### config.mk
export PLATFORM = sky130hd
export DESIGN_NAME = sort_n_floats_seq
export DESIGN_NICKNAME = d
export VERILOG_FILES = /design/src/rtl/sort_n_floats_seq_pkg.sv /design/src/rtl/f_less_or_equal.sv /design/src/rtl/sort_n_floats_seq_float_cmp_swap.sv /design/src/rtl/sort_n_floats_seq.sv
export SDC_FILE = /design/constraint.sdc
export NUM_CORES = 1
export LEC_CHECK = 0
export BUFFER_PORTS_ARGS = -buffer_cell sky130_fd_sc_hd__buf_2
export CORE_ASPECT_RATIO = 0.7
export CORE_MARGIN = 2
export CORE_UTILIZATION = 40
export CTS_CLUSTER_SIZE = 24
export DETAILED_ROUTE_END_ITERATION = 10
export RECOVER_POWER = 100
export SLEW_MARGIN = 20
export SYNTH_ARGS = -nofsm -noshare
export SYNTH_HDL_FRONTEND = slang
export SYNTH_HIERARCHICAL = 1
export SYNTH_SLANG_ARGS = --single-unit
### constraint.sdc
create_clock -name clk -period 5.4 [get_ports clk]
set_clock_uncertainty 0.1 [all_clocks]
set_input_delay 0.27 -clock clk [delete_from_list [all_inputs] [get_ports clk]]
set_output_delay 0.27 -clock clk [all_outputs]
set_load 0.1 [all_outputs]
### src/rtl/sort_n_floats_seq_pkg.sv
// Shared definitions for the batch float sorter: float width, FSM states, counter sizing.
// Pure declarations, no logic; imported by every file of the block.
package sort_n_floats_seq_pkg;

    localparam int FLEN = 32;

    typedef enum logic [1:0] {
        ST_LOAD = 2'd0,
        ST_SORT = 2'd1,
        ST_OUT  = 2'd2
    } state_t;

    function automatic int cnt_width(input int n);
        return (n < 2) ? 1 : $clog2(n);
    endfunction

endpackage

### src/rtl/f_less_or_equal.sv
// IEEE-754 a <= b comparator; err flags a NaN operand (res is then 0).
// Latency: combinational. Backpressure: none.
module f_less_or_equal
    import sort_n_floats_seq_pkg::*;
(
    input  logic [FLEN-1:0] a,
    input  logic [FLEN-1:0] b,
    output logic            res,
    output logic            err
);

    localparam int EW = (FLEN == 64) ? 11 : (FLEN == 16) ? 5 : 8;
    localparam int MW = FLEN - 1 - EW;

    logic [FLEN-2:0] a_mag;
    logic [FLEN-2:0] b_mag;
    logic            a_nan;
    logic            b_nan;

    assign a_mag = a[FLEN-2:0];
    assign b_mag = b[FLEN-2:0];
    assign a_nan = (&a[FLEN-2:MW]) && (|a[MW-1:0]);
    assign b_nan = (&b[FLEN-2:MW]) && (|b[MW-1:0]);
    assign err   = a_nan || b_nan;

    // +0 and -0 compare equal, so neither order causes a swap.
    always_comb begin
        res = 1'b0;
        if (err) begin
            res = 1'b0;
        end else if (a_mag == '0 && b_mag == '0) begin
            res = 1'b1;
        end else begin
            case ({a[FLEN-1], b[FLEN-1]})
                2'b10:   res = 1'b1;
                2'b01:   res = 1'b0;
                2'b00:   res = (a_mag <= b_mag);
                default: res = (a_mag >= b_mag);
            endcase
        end
    end

endmodule

### src/rtl/sort_n_floats_seq_float_cmp_swap.sv
// Compare-exchange cell: lo/hi ordered output of a pair, swaps only when a > b and no NaN.
// Latency: combinational. Backpressure: none.
module float_cmp_swap
    import sort_n_floats_seq_pkg::*;
(
    input  logic [FLEN-1:0] a,
    input  logic [FLEN-1:0] b,
    output logic [FLEN-1:0] lo,
    output logic [FLEN-1:0] hi,
    output logic            swapped,
    output logic            err
);

    logic le;

    f_less_or_equal u_cmp (
        .a   (a),
        .b   (b),
        .res (le),
        .err (err)
    );

    assign swapped = !le && !err;
    assign lo      = swapped ? b : a;
    assign hi      = swapped ? a : b;

endmodule

### src/rtl/sort_n_floats_seq.sv
// Batch sorter: loads N floats, odd-even transposition sort, streams them out smallest first.
// Latency: N+1 cycles last-in to first-out (SORT_FLOATS_EARLY_EXIT_EN may shorten SORT).
// Backpressure: up_ready only in LOAD; OUT holds all outputs while down_ready is low.
module sort_n_floats_seq
    import sort_n_floats_seq_pkg::*;
#(
    parameter int N = 8
) (
    input  logic            clk,
    input  logic            rst,
    input  logic            up_valid,
    output logic            up_ready,
    input  logic [FLEN-1:0] up_data,
    output logic            down_valid,
    input  logic            down_ready,
    output logic [FLEN-1:0] down_data,
    output logic            down_last,
    output logic            down_err
);

    localparam int            CW   = cnt_width(N);
    localparam int            HALF = N / 2;
    localparam logic [CW-1:0] LAST = CW'(N - 1);

    state_t          state_q, state_d;
    logic [CW-1:0]   cnt_q, cnt_d;
    logic [CW-1:0]   phase_q, phase_d;
    logic            err_q, err_d;
    logic [FLEN-1:0] buf_q [N];
    logic [FLEN-1:0] buf_d [N];
`ifdef SORT_FLOATS_EARLY_EXIT_EN
    logic            quiet_q, quiet_d;
`endif

    logic [FLEN-1:0] even_res [N];
    logic [FLEN-1:0] odd_res  [N];
    logic [FLEN-1:0] cell_a  [HALF];
    logic [FLEN-1:0] cell_b  [HALF];
    logic [FLEN-1:0] cell_lo [HALF];
    logic [FLEN-1:0] cell_hi [HALF];
    logic [HALF-1:0] cell_en;
    logic [HALF-1:0] cell_sw;
    logic [HALF-1:0] cell_err;
    logic            any_sw;
    logic            any_err;
    logic            sort_done;

    // Each cell serves pair (2k,2k+1) in even phases and (2k+1,2k+2) in odd phases.
    for (genvar k = 0; k < HALF; k++) begin : g_cell
        if (2 * k + 2 < N) begin : g_both
            assign cell_a[k]      = phase_q[0] ? buf_q[2*k+1] : buf_q[2*k];
            assign cell_b[k]      = phase_q[0] ? buf_q[2*k+2] : buf_q[2*k+1];
            assign cell_en[k]     = 1'b1;
            assign odd_res[2*k+1] = cell_lo[k];
            assign odd_res[2*k+2] = cell_hi[k];
        end else begin : g_even_only
            assign cell_a[k]  = buf_q[2*k];
            assign cell_b[k]  = buf_q[2*k+1];
            assign cell_en[k] = !phase_q[0];
        end
        assign even_res[2*k]   = cell_lo[k];
        assign even_res[2*k+1] = cell_hi[k];

        float_cmp_swap u_cell (
            .a       (cell_a[k]),
            .b       (cell_b[k]),
            .lo      (cell_lo[k]),
            .hi      (cell_hi[k]),
            .swapped (cell_sw[k]),
            .err     (cell_err[k])
        );
    end

    assign odd_res[0] = buf_q[0];
    if (N % 2 == 0) begin : g_odd_tail
        assign odd_res[N-1] = buf_q[N-1];
    end else begin : g_even_tail
        assign even_res[N-1] = buf_q[N-1];
    end

    assign any_sw  = |(cell_sw & cell_en);
    assign any_err = |(cell_err & cell_en);

    always_comb begin
        state_d    = state_q;
        cnt_d      = cnt_q;
        phase_d    = phase_q;
        err_d      = err_q;
        buf_d      = buf_q;
`ifdef SORT_FLOATS_EARLY_EXIT_EN
        quiet_d    = quiet_q;
`endif
        sort_done  = 1'b0;
        up_ready   = 1'b0;
        down_valid = 1'b0;
        down_data  = '0;
        down_last  = 1'b0;
        down_err   = 1'b0;

        case (state_q)
            ST_LOAD: begin
                up_ready = 1'b1;
                if (up_valid) begin
                    buf_d[cnt_q] = up_data;
                    if (cnt_q == LAST) begin
                        cnt_d   = '0;
                        phase_d = '0;
                        err_d   = 1'b0;
`ifdef SORT_FLOATS_EARLY_EXIT_EN
                        quiet_d = 1'b0;
`endif
                        state_d = ST_SORT;
                    end else begin
                        cnt_d = cnt_q + CW'(1);
                    end
                end
            end

            ST_SORT: begin
                for (int i = 0; i < N; i++) begin
                    buf_d[i] = phase_q[0] ? odd_res[i] : even_res[i];
                end
                err_d     = err_q || any_err;
                phase_d   = phase_q + CW'(1);
                sort_done = (phase_q == LAST);
`ifdef SORT_FLOATS_EARLY_EXIT_EN
                // Two consecutive swap-free phases cover every adjacent pair: sorted.
                quiet_d = !any_sw;
                if (!any_sw && quiet_q) begin
                    sort_done = 1'b1;
                end
`endif
                if (sort_done) begin
                    phase_d = '0;
                    cnt_d   = '0;
                    state_d = ST_OUT;
                end
            end

            ST_OUT: begin
                down_valid = 1'b1;
                down_data  = buf_q[cnt_q];
                down_last  = (cnt_q == LAST);
                down_err   = err_q;
                if (down_ready) begin
                    if (cnt_q == LAST) begin
                        cnt_d   = '0;
                        state_d = ST_LOAD;
                    end else begin
                        cnt_d = cnt_q + CW'(1);
                    end
                end
            end

            default: begin
                state_d = ST_LOAD;
                cnt_d   = '0;
            end
        endcase
    end

    always_ff @(posedge clk) begin
        if (rst) begin
            state_q <= ST_LOAD;
            cnt_q   <= '0;
            phase_q <= '0;
            err_q   <= 1'b0;
`ifdef SORT_FLOATS_EARLY_EXIT_EN
            quiet_q <= 1'b0;
`endif
        end else begin
            state_q <= state_d;
            cnt_q   <= cnt_d;
            phase_q <= phase_d;
            err_q   <= err_d;
`ifdef SORT_FLOATS_EARLY_EXIT_EN
            quiet_q <= quiet_d;
`endif
        end
    end

    always_ff @(posedge clk) begin
        buf_q <= buf_d;
    end

endmodule

Yosys cells after proc, flatten, opt, wreduce, memory -nomap -nowiden
Cells that the tools add are included.
{"block": "op_classes", "add_sub_neg": 2, "order_cmp": 10, "eq_ne": 20, "muxes": 65, "bitwise": 2, "n_reduce_logical": 69}
{"cell": "32-bit 2-to-1 mux", "count": 26}
{"cell": "256-bit one-hot mux with 2 select lines", "count": 1}
{"cell": "256-bit bitwise mux", "count": 1}
{"cell": "256-bit 2-to-1 mux", "count": 1}
{"cell": "31-bit logical NOT", "count": 8}
{"cell": "23-bit OR reduction", "count": 8}
{"cell": "31-bit greater-or-equal comparator", "count": 4}
{"cell": "31-bit <= comparator", "count": 4}
{"cell": "32-bit binary-select mux with 3-bit select", "count": 1}
{"cell": "32-bit demux with 3-bit select", "count": 1}
{"cell": "8-bit AND reduction", "count": 8}
{"cell": "3-bit 2-to-1 mux", "count": 7}
{"cell": "1-bit logical AND", "count": 17}
{"cell": "1-bit 2-to-1 mux", "count": 14}
{"cell": "2-bit != test, second input constant", "count": 6}
{"cell": "1-bit one-hot mux with 3 select lines", "count": 4}
{"cell": "3-bit AND reduction", "count": 4}
{"cell": "2-bit by 1-bit == test with 1-bit output, second input constant", "count": 5}
{"cell": "2-bit == test, second input constant", "count": 5}
{"cell": "2-bit logical NOT", "count": 5}
{"cell": "2-bit 2-to-1 mux", "count": 5}
{"cell": "1-bit logical NOT", "count": 9}
{"cell": "3-bit one-hot mux with 3 select lines", "count": 1}
{"cell": "3-bit by 1-bit adder with 3-bit output, second input constant", "count": 2}
{"cell": "other kinds (16)", "count": 21}
{"block": "totals", "reg_bits": 265, "inputBits": 36, "output_inout_bits": 36}

Depth between registers and ports, before layout
Gate-level depths: netlist (run 1).
{"block": "logic_depth", "ltp_word": 10, "mapped_depth": 18, "depth_no_buf": 13}

Cells and area by module
The synthesis (run 1) kept the hierarchy.
{"mod": "sort_n_floats_seq", "n_inst": 1, "cells_per_inst": 1453, "area_each_um2": 17005.1, "seq_area_each_um2": 7867.5}
{"mod": "f_less_or_equal", "n_inst": 4, "cells_per_inst": 148, "area_each_um2": 1036.0, "seq_area_each_um2": 0.0}
{"mod": "float_cmp_swap", "n_inst": 4, "cells_per_inst": 72, "area_each_um2": 1027.2, "seq_area_each_um2": 0.0}

Least setup slack after synthesis (run 1)
Ideal clock, no wire load.
{"block": "synth_path", "path_kind": "register to register", "start": "register phase_q[0]", "end": "register buf_q[104] (netlist bit), data pin", "setup_time_ns": 0.271, "arrival_ns": 3.529, "required_ns": 5.029, "path_slack_ns": 1.500, "path_stages_with_launch": 18, "n_path_buf": 5, "cell_sequence": "dfxtp_1 > buf_2 > clkbuf_1 > buf_2 > mux2_2 > ha_1 > nand4_1 > nor2_1 > a221oi_1 > a21oi_1 > o21a_1 > a211oi_2 > nor2_2 > buf_6 > buf_12 > mux2_4 > mux2i_1 > o22ai_1"}
{"element": "start: declaration", "line": "sort_n_floats_seq.sv:27", "text": "logic [CW-1:0] phase_q, phase_d;"}
{"element": "start signal: assignment", "line": "sort_n_floats_seq.sv:174", "text": "phase_q <= phase_d;"}
{"element": "end signal: assignment", "line": "sort_n_floats_seq.sv:183", "text": "buf_q <= buf_d;"}
{"element": "end: declaration", "line": "sort_n_floats_seq.sv:29", "text": "logic [FLEN-1:0] buf_q [N];"}

==> results of run 1 <==
-- metal layers --
layer	share of wire	wire, um
met1	0.43	45900
met2	0.39	41800
met3	0.15	15800
met4	0.036	3840
met5	0.000093	10
-- path summary, 6_finish.rpt --
kind	startpoint	end	slack [ps]	cells after the start
worst max-delay path	cnt_q[2]	buf_q[106]	-40	5
worst min-delay path	up_data[16]	buf_q[16]	90	3
worst max register to register	cnt_q[2]	buf_q[106]	-40	5
worst min register to register	err_q	err_q	430	2
-- placed cells by master (no fill, tap or decap), drive strengths merged, types with 15 or more instances in the layout --
master and n:
edfxtp 256, o21a 15, a221oi 23, o22ai 196, ha 128, nand3 20
inv 132, o21ai 94, nor2 75, nor4 68, a22oi 26, clkbuf 86
a31oi 15, mux4 17, nand2 154, mux2i 230, nand4 56, a21oi 80
mux2 463, buf 160
-- layout make-up --
type                            count  area (sq um)
Fill cell                        6082         35700
Multi-Input combinational cell   1767         15300
Sequential cell                   265          7880
Timing Repair Buffer              206          1500
Tap cell                          829          1040
Clock buffer                       42           817
Inverter                          131           492
Clock inverter                     13          87.6
Antenna cell                        3          7.51
-- flip-flops by register name, summed over array words and instances, names as in the netlist --
register	count
phase_q	3
err_q	1
buf_q	256
cnt_q	3
state_q	2
-- logic make-up (layout without fill, tap and decap cells) --
family	after synthesis	after routing
compound gates	498	498
buf+inv	301	392
fa+ha+maj	128	128
other cells	0	3
simple gates	431	431
mux	710	710
flops	265	265
-- through the flow --
stage	util	hold WS [ps]	area [sq um]
after floorplan	-	369	25300
after global placement	0.426	383	26700
after detailed placement	0.426	408	26800
after CTS	0.441	73.7	27700
after global routing	0.432	124	27100
final	0.432	89.0	27100
-- critical path: cells and delay by family (launching register included) --
| family | cells | cell delay, ps |
|---|---|---|
| simple gates | 3 | 2620 |
| flops | 1 | 1230 |
| buf+inv | 1 | 930 |
| compound gates | 1 | 130 |
-- timing repair --
action	4_1_cts	5_1_grt
endpoints found under the setup margin	0	47
hold endpoints to repair	9	0
hold buffers	2	0
resized for setup	0	2
-- power by group through the flow --
| stage | sequential, uW | clock (uW) | combinational (uW) |
|---|---|---|---|
| floorplan | 2370 | 0 | 734 |
| global placement | 2390 | 0 | 1040 |
| detailed placement | 2400 | 0 | 1060 |
| CTS | 2350 | 2050 | 1060 |
| global route | 2360 | 2140 | 1090 |
| finish | 2350 | 2060 | 1050 |
==> impl_metrics.yaml, run 1 <==
route:
  firstDrtPassIters: 6
  initialDrtViolationCount: 3642
  vias: 22200
  drt-total-wl_mm: 107
  final_antenna_net_count: 0
  wire_per_inst_um: 33.0
  avgViaCountPerCell: 6.82
  drc: 0
global_routing:
  grt_usage: 0.316
  overflow: 0
  use_met1: 0.480
  maximum_number_of_pins_on_one_net_before_global_route_repair: 69
  met2_usage: 0.431
  grt-busiest-layer: "met1"
  use_met3: 0.0840
  number_of_antenna_violations_at_the_first_check_in_global_routing: 2
  global_route_wire_length_before_repair_mm: 151
  grt_pass1_vias: 20600
critical_path:
  worst_setup_path_start_kind: "flip-flop"
  path_max_fanout: 23
  timing.critical_path.slowest_stage_cell: "sky130_fd_sc_hd__dfxtp_1"
  criticalPathCategory: "flip-flop to flip-flop"
  cell_by_cell_trace_of_the_critical_path: "nand2b_1 > nor2_1 > a21oi_1 > nor2_2 > clkbuf_2"
  critPathRequiredTime_ps: 5520
  wp_data_arrival_ps: 5560
  worst_setup_end_kind: "flip-flop"
  slowest_delay_ps: 1230
die:
  rows: 77
  initial_utilization: 0.402
  die-width_um: 304
  io_pins: 72
  floorplan_core_area_sq_um: 62800
  die_y_um: 214
  design.die.area_sq_um: 65200
power_and_ir_drop:
  power.switching_uw: 1650
  totalPowerFinal_uw: 5470
  vdd_drop_max_uv: 242
  power_frac_clock: 0.377
  pwr-share-comb: 0.193
  p_seq_frac: 0.430
  power.share.switching: 0.302
  powerDensity_nw_per_um2: 202
  p_leak_uw: 0.00966
  internal_power_uw: 3820
logic_synthesis:
  synth.lib_cells_used.distinct: 62
  ys_ff_latch: 265
  xor_and_xnor_area_share_after_synthesis: 0
  synthAdderAreaFrac: 0.0634
  synthMostInstantiatedCell: "sky130_fd_sc_hd__mux2_2"
  netlist.area_leader.share: 0.304
  number_of_enable_flip_flop_cells_after_synthesis: 256
  synth_simple_gate_area_share: 0.0915
  synth-compound-area-share: 0.124
  synth.cell_area_sq_um: 25300
  async_flop_share: 0
  post_synth_most_frequent_cells: "267 x sky130_fd_sc_hd__mux2_2, 256 x sky130_fd_sc_hd__edfxtp_1, 230 x sky130_fd_sc_hd__mux2i_1, 196 x sky130_fd_sc_hd__mux2_4, 196 x sky130_fd_sc_hd__o22ai_1"
  syn-mean-instance-area_sq_um: 10.8
  largest_cells_by_area_after_synthesis: "sky130_fd_sc_hd__edfxtp_1 30%, sky130_fd_sc_hd__mux2_2 12%, sky130_fd_sc_hd__mux2_4 12%, sky130_fd_sc_hd__mux2i_1 9.1%, sky130_fd_sc_hd__ha_1 6.3%"
  dominant_combinational_cell_family_by_area_after_synthesis: "multiplexers"
  sequential_to_total_area_share_from_yosys_stat: 0.311
  post_synth_inst_count: 2333
  synthesis.yosys.warnings: 6
  cell_taking_the_most_area_after_synthesis: "sky130_fd_sc_hd__edfxtp_1"
  postSynth.topFlopCell: "sky130_fd_sc_hd__edfxtp_1"
  synthesis.nets: 2497
  synthMuxAreaShare: 0.342
final_layout:
  layout-drive-gt1-share: 0.259
  area_delta_synth_final_pct: 7.44
  finish.cell_count_without_fillers: 3256
  nNetsFinal: 2566
timing:
  post_route_clock_period_utilization: 1.01
  final.min_clock_period_ps: 5440
  final_number_of_setup_violating_endpoints: 19
  timing.setup.tns_ps: -371
  report.final.slew_viol_count: 199
  clock.fmax_ghz: 0.184
  setup_slack_after_layout_ps: -38.2
  timing_hold_violations_final: 0
  slew_headroom: -0.596
  grt_setup_unrepaired: "false"
  worstMarginPinSlew_ps: 2390
clock_tree:
  clk_path_buf_depth: 3
  root_buffer_master: "sky130_fd_sc_hd__clkbuf_16"
  cts.clk_slew.worst_paths_ps: 60
  clock_tree.htree_level_count: 1
  cts_setup_buffers: 0
  clock_tree_from_tritoncts: "yes"
  worst_skew_pair.late_latency_ps: 620
  clock_sink_count: 265
  cts_buffers: 31
outcome:
  failing_checks: "capacitance limit, slew limit, setup timing"
  run_status: "complete, but fails checks"
min_path:
  min_path_type: "primary input to flip-flop"
place:
  numPortBuffers: 71
  post-place-cells: 3196
  hpwl_mm: 76.6
  placement.setup.worst_slack_ps: 203
  place.gp.congestion: 1.03
flow_run:
  drv_cap: 8
(Power assumes the default switching activity.)
==> run 2, diff against run 1 <==
--- a/config.mk
+++ b/config.mk
@@ -15,5 +15,4 @@
 export SLEW_MARGIN = 20
 export SYNTH_ARGS = -nofsm -noshare
 export SYNTH_HDL_FRONTEND = slang
-export SYNTH_HIERARCHICAL = 1
 export SYNTH_SLANG_ARGS = --single-unit
==> impl_metrics.yaml, run 2 <==
critical_path:
  slowest_delay_ps: 1550
  timing.critical_path.slowest_stage_cell: "sky130_fd_sc_hd__clkbuf_1"
  wp_data_arrival_ps: 4910
  cell_by_cell_trace_of_the_critical_path: "nor3b_1 > clkbuf_1 > a22oi_1 > a41oi_1 > clkbuf_2"
  cp_top_family: "buffers and inverters"
  path_max_fanout: 29
  cp_num_buf_inv: 2
  critPathRequiredTime_ps: 5030
  worst_setup_path_start_kind: "flip-flop"
  criticalPathCategory: "flip-flop to output port"
  worst_setup_end_kind: "output port"
logic_synthesis:
  synthesis.yosys.warnings: 0
  syn-mean-instance-area_sq_um: 9.15
  synthesis.nets: 2734
  async_flop_share: 0
  cell_taking_the_most_area_after_synthesis: "sky130_fd_sc_hd__edfxtp_1"
  post_synth_inst_count: 2570
  sequential_to_total_area_share_from_yosys_stat: 0.335
  largest_cells_by_area_after_synthesis: "sky130_fd_sc_hd__edfxtp_1 33%, sky130_fd_sc_hd__mux2i_1 9.0%, sky130_fd_sc_hd__ha_1 6.8%, sky130_fd_sc_hd__mux2_2 5.8%, sky130_fd_sc_hd__nand2_1 4.1%"
  number_of_enable_flip_flop_cells_after_synthesis: 256
  post_synth_most_frequent_cells: "256 x sky130_fd_sc_hd__edfxtp_1, 256 x sky130_fd_sc_hd__nand2_1, 212 x sky130_fd_sc_hd__mux2i_1, 162 x sky130_fd_sc_hd__inv_1, 146 x sky130_fd_sc_hd__o21ai_0"
  postSynth.topFlopCell: "sky130_fd_sc_hd__edfxtp_1"
  synth.cell_area_sq_um: 23500
  netlist.area_leader.share: 0.327
  ys_ff_latch: 265
  synth.lib_cells_used.distinct: 74
timing:
  report.final.slew_viol_count: 301
  slew_headroom: -1.06
  timing.setup.tns_ps: 0
  worstMarginPinSlew_ps: 3070
  final_number_of_setup_violating_endpoints: 0
  post_route_clock_period_utilization: 0.977
  setup_slack_after_layout_ps: 124
  clock.fmax_ghz: 0.190
  grt_setup_unrepaired: "false"
  final.min_clock_period_ps: 5280
  timing_hold_violations_final: 0
final_layout:
  final_core_util: 0.451
  most-common-layout-cells: "256 x sky130_fd_sc_hd__edfxtp_1, 254 x sky130_fd_sc_hd__nand2_1, 212 x sky130_fd_sc_hd__mux2i_1"
  reg_with_most_ffs: "buf_q"
  top_regs: "buf_q: 256 flops, cnt_q: 3 flops, phase_q: 3 flops"
  nNetsFinal: 2774
  layout-drive-gt1-share: 0.141
  finish.cell_count_without_fillers: 3395
  largest_register_ff_count: 256
  mostFrequentLayoutCell: "sky130_fd_sc_hd__edfxtp_1"
  area_delta_synth_final_pct: 11.7
clock_tree:
  cts.clk_slew.worst_paths_ps: 70
  root_buffer_master: "sky130_fd_sc_hd__clkbuf_16"
  clk_path_buf_depth: 3
  clock_tree_from_tritoncts: "yes"
  cts_buffers: 31
  clock_sink_count: 265
  worst_skew_pair.late_latency_ps: 620
  clock_tree.htree_level_count: 1
route:
  initialDrtViolationCount: 3122
  vias: 23700
  final_antenna_net_count: 0
  firstDrtPassIters: 8
  wire_per_inst_um: 31.1
  drc: 0
  avgViaCountPerCell: 6.97
  drt-total-wl_mm: 106
power_and_ir_drop:
  p_leak_uw: 0.00955
  vdd_drop_max_uv: 253
  powerDensity_nw_per_um2: 207
min_path:
  min_path_type: "primary input to flip-flop"
die:
  design.die.area_sq_um: 60700
  die-width_um: 294
  initial_utilization: 0.404
  rows: 74
  io_pins: 72
  die_y_um: 207
  floorplan_core_area_sq_um: 58200
place:
  numPortBuffers: 71
  post-place-cells: 3305
  hpwl_mm: 77.7
  place.gp.congestion: 1.01
  placement.setup.worst_slack_ps: 232
global_routing:
  grt-busiest-layer: "met2"
  number_of_antenna_violations_at_the_first_check_in_global_routing: 6
  grt_pass1_vias: 22300
  use_met3: 0.0692
  met2_usage: 0.529
  overflow: 0
  global_route_wire_length_before_repair_mm: 152
  use_met1: 0.452
  grt_usage: 0.337
  maximum_number_of_pins_on_one_net_before_global_route_repair: 54
flow_run:
  drv_cap: 11
outcome:
  failing_checks: "capacitance limit, slew limit"
  run_status: "complete, but fails checks"
[run 2: changes by cell type after synthesis, moves of 37 or more]
| cell | change |
|---|---|
| sky130_fd_sc_hd__mux2_4 | -192 |
| sky130_fd_sc_hd__o22ai_1 | -156 |
| sky130_fd_sc_hd__mux2_2 | -146 |
| sky130_fd_sc_hd__nand2_1 | +103 |
| sky130_fd_sc_hd__clkbuf_1 | +99 |
| sky130_fd_sc_hd__o221ai_1 | +98 |
| sky130_fd_sc_hd__a22oi_1 | +95 |
| sky130_fd_sc_hd__buf_2 | -55 |
| sky130_fd_sc_hd__o21ai_0 | +55 |
| sky130_fd_sc_hd__o211ai_1 | +41 |
| sky130_fd_sc_hd__nand3_1 | +39 |
| sky130_fd_sc_hd__nor3_1 | +37 |
[run 2: path summary, 6_finish.rpt]
| check | end | slack (ps) | cells after the start | startpoint |
|---|---|---|---|---|
| max | down_data[22] | 120 | 5 | cnt_q[0] |
| min | buf_q[147] | 8 | 3 | up_data[19] |
| max reg2reg | buf_q[71] | 140 | 15 | phase_q[0] |
| min reg2reg | phase_q[2] | 410 | 2 | phase_q[2] |
[run 2: cell families (layout without fill, tap and decap cells)]
kind of cell / after synthesis / in the layout / synth area share
other: 0 / 2 / 0
flip-flops: 265 / 265 / 0.335
AO/OA/AOI/OAI: 804 / 804 / 0.241
buffers and inverters: 374 / 437 / 0.0695
multiplexers: 340 / 340 / 0.152
adder cells (fa/ha/maj): 128 / 128 / 0.0681
AND/OR/NAND/NOR: 659 / 659 / 0.134
[run 2: per-layer routing]
metal / vias up / wire (um)
met4: 4 / 5230
met1: 11600 / 42600
met3: 282 / 11700
li1: 10200 / -
met2: 1595 / 46100
met5: - / 23
[run 2: final cells by class]
cell class                 count  area, sq um
inverter                     164          616
clock buffer                  45          921
antenna                        2         5.00
clock inverter                11          151
multi-input combinational   1931        14100
tap                          760          951
timing repair buffer         217         1630
sequential                   265         7870
fill                        5596        32000
[run 2: metrics by stage]
| step | power, uW | instance area [sq um] | hold WS (ps) |
|---|---|---|---|
| 6_report | 5440 | 26300 | 7.79 |
| 3_5_place_dp | 3100 | 25000 | 398 |
| 2_1_floorplan | 2820 | 23500 | 370 |
| 4_1_cts | 5420 | 26400 | 4.08 |
| 3_3_place_gp | 3090 | 25000 | 385 |
| 5_1_grt | 5550 | 26200 | 16.2 |
[run 2: what timing repair did]
action | 4_1_cts | 5_1_grt
hold endpoints to repair | 41 | 0
resized for setup | 0 | 1
hold buffers | 31 | 0
setup buffers | 0 | 0
setup endpoints to repair | 0 | 19
[run 2: power breakdown]
part / switching, uW / leakage, uW / internal, uW
clock network: 987 / 0.000528 / 1360
logic: 451 / 0.00673 / 270
registers: 78.2 / 0.00229 / 2300
total: 1520 / 0.00955 / 3930
[run 2: tightest hold or removal path: cells and delay by family]
kind,cells,cell delay (ps)
AND/OR/NAND/NOR,1,110
buffers and inverters,1,120
AO/OA/AOI/OAI,1,100
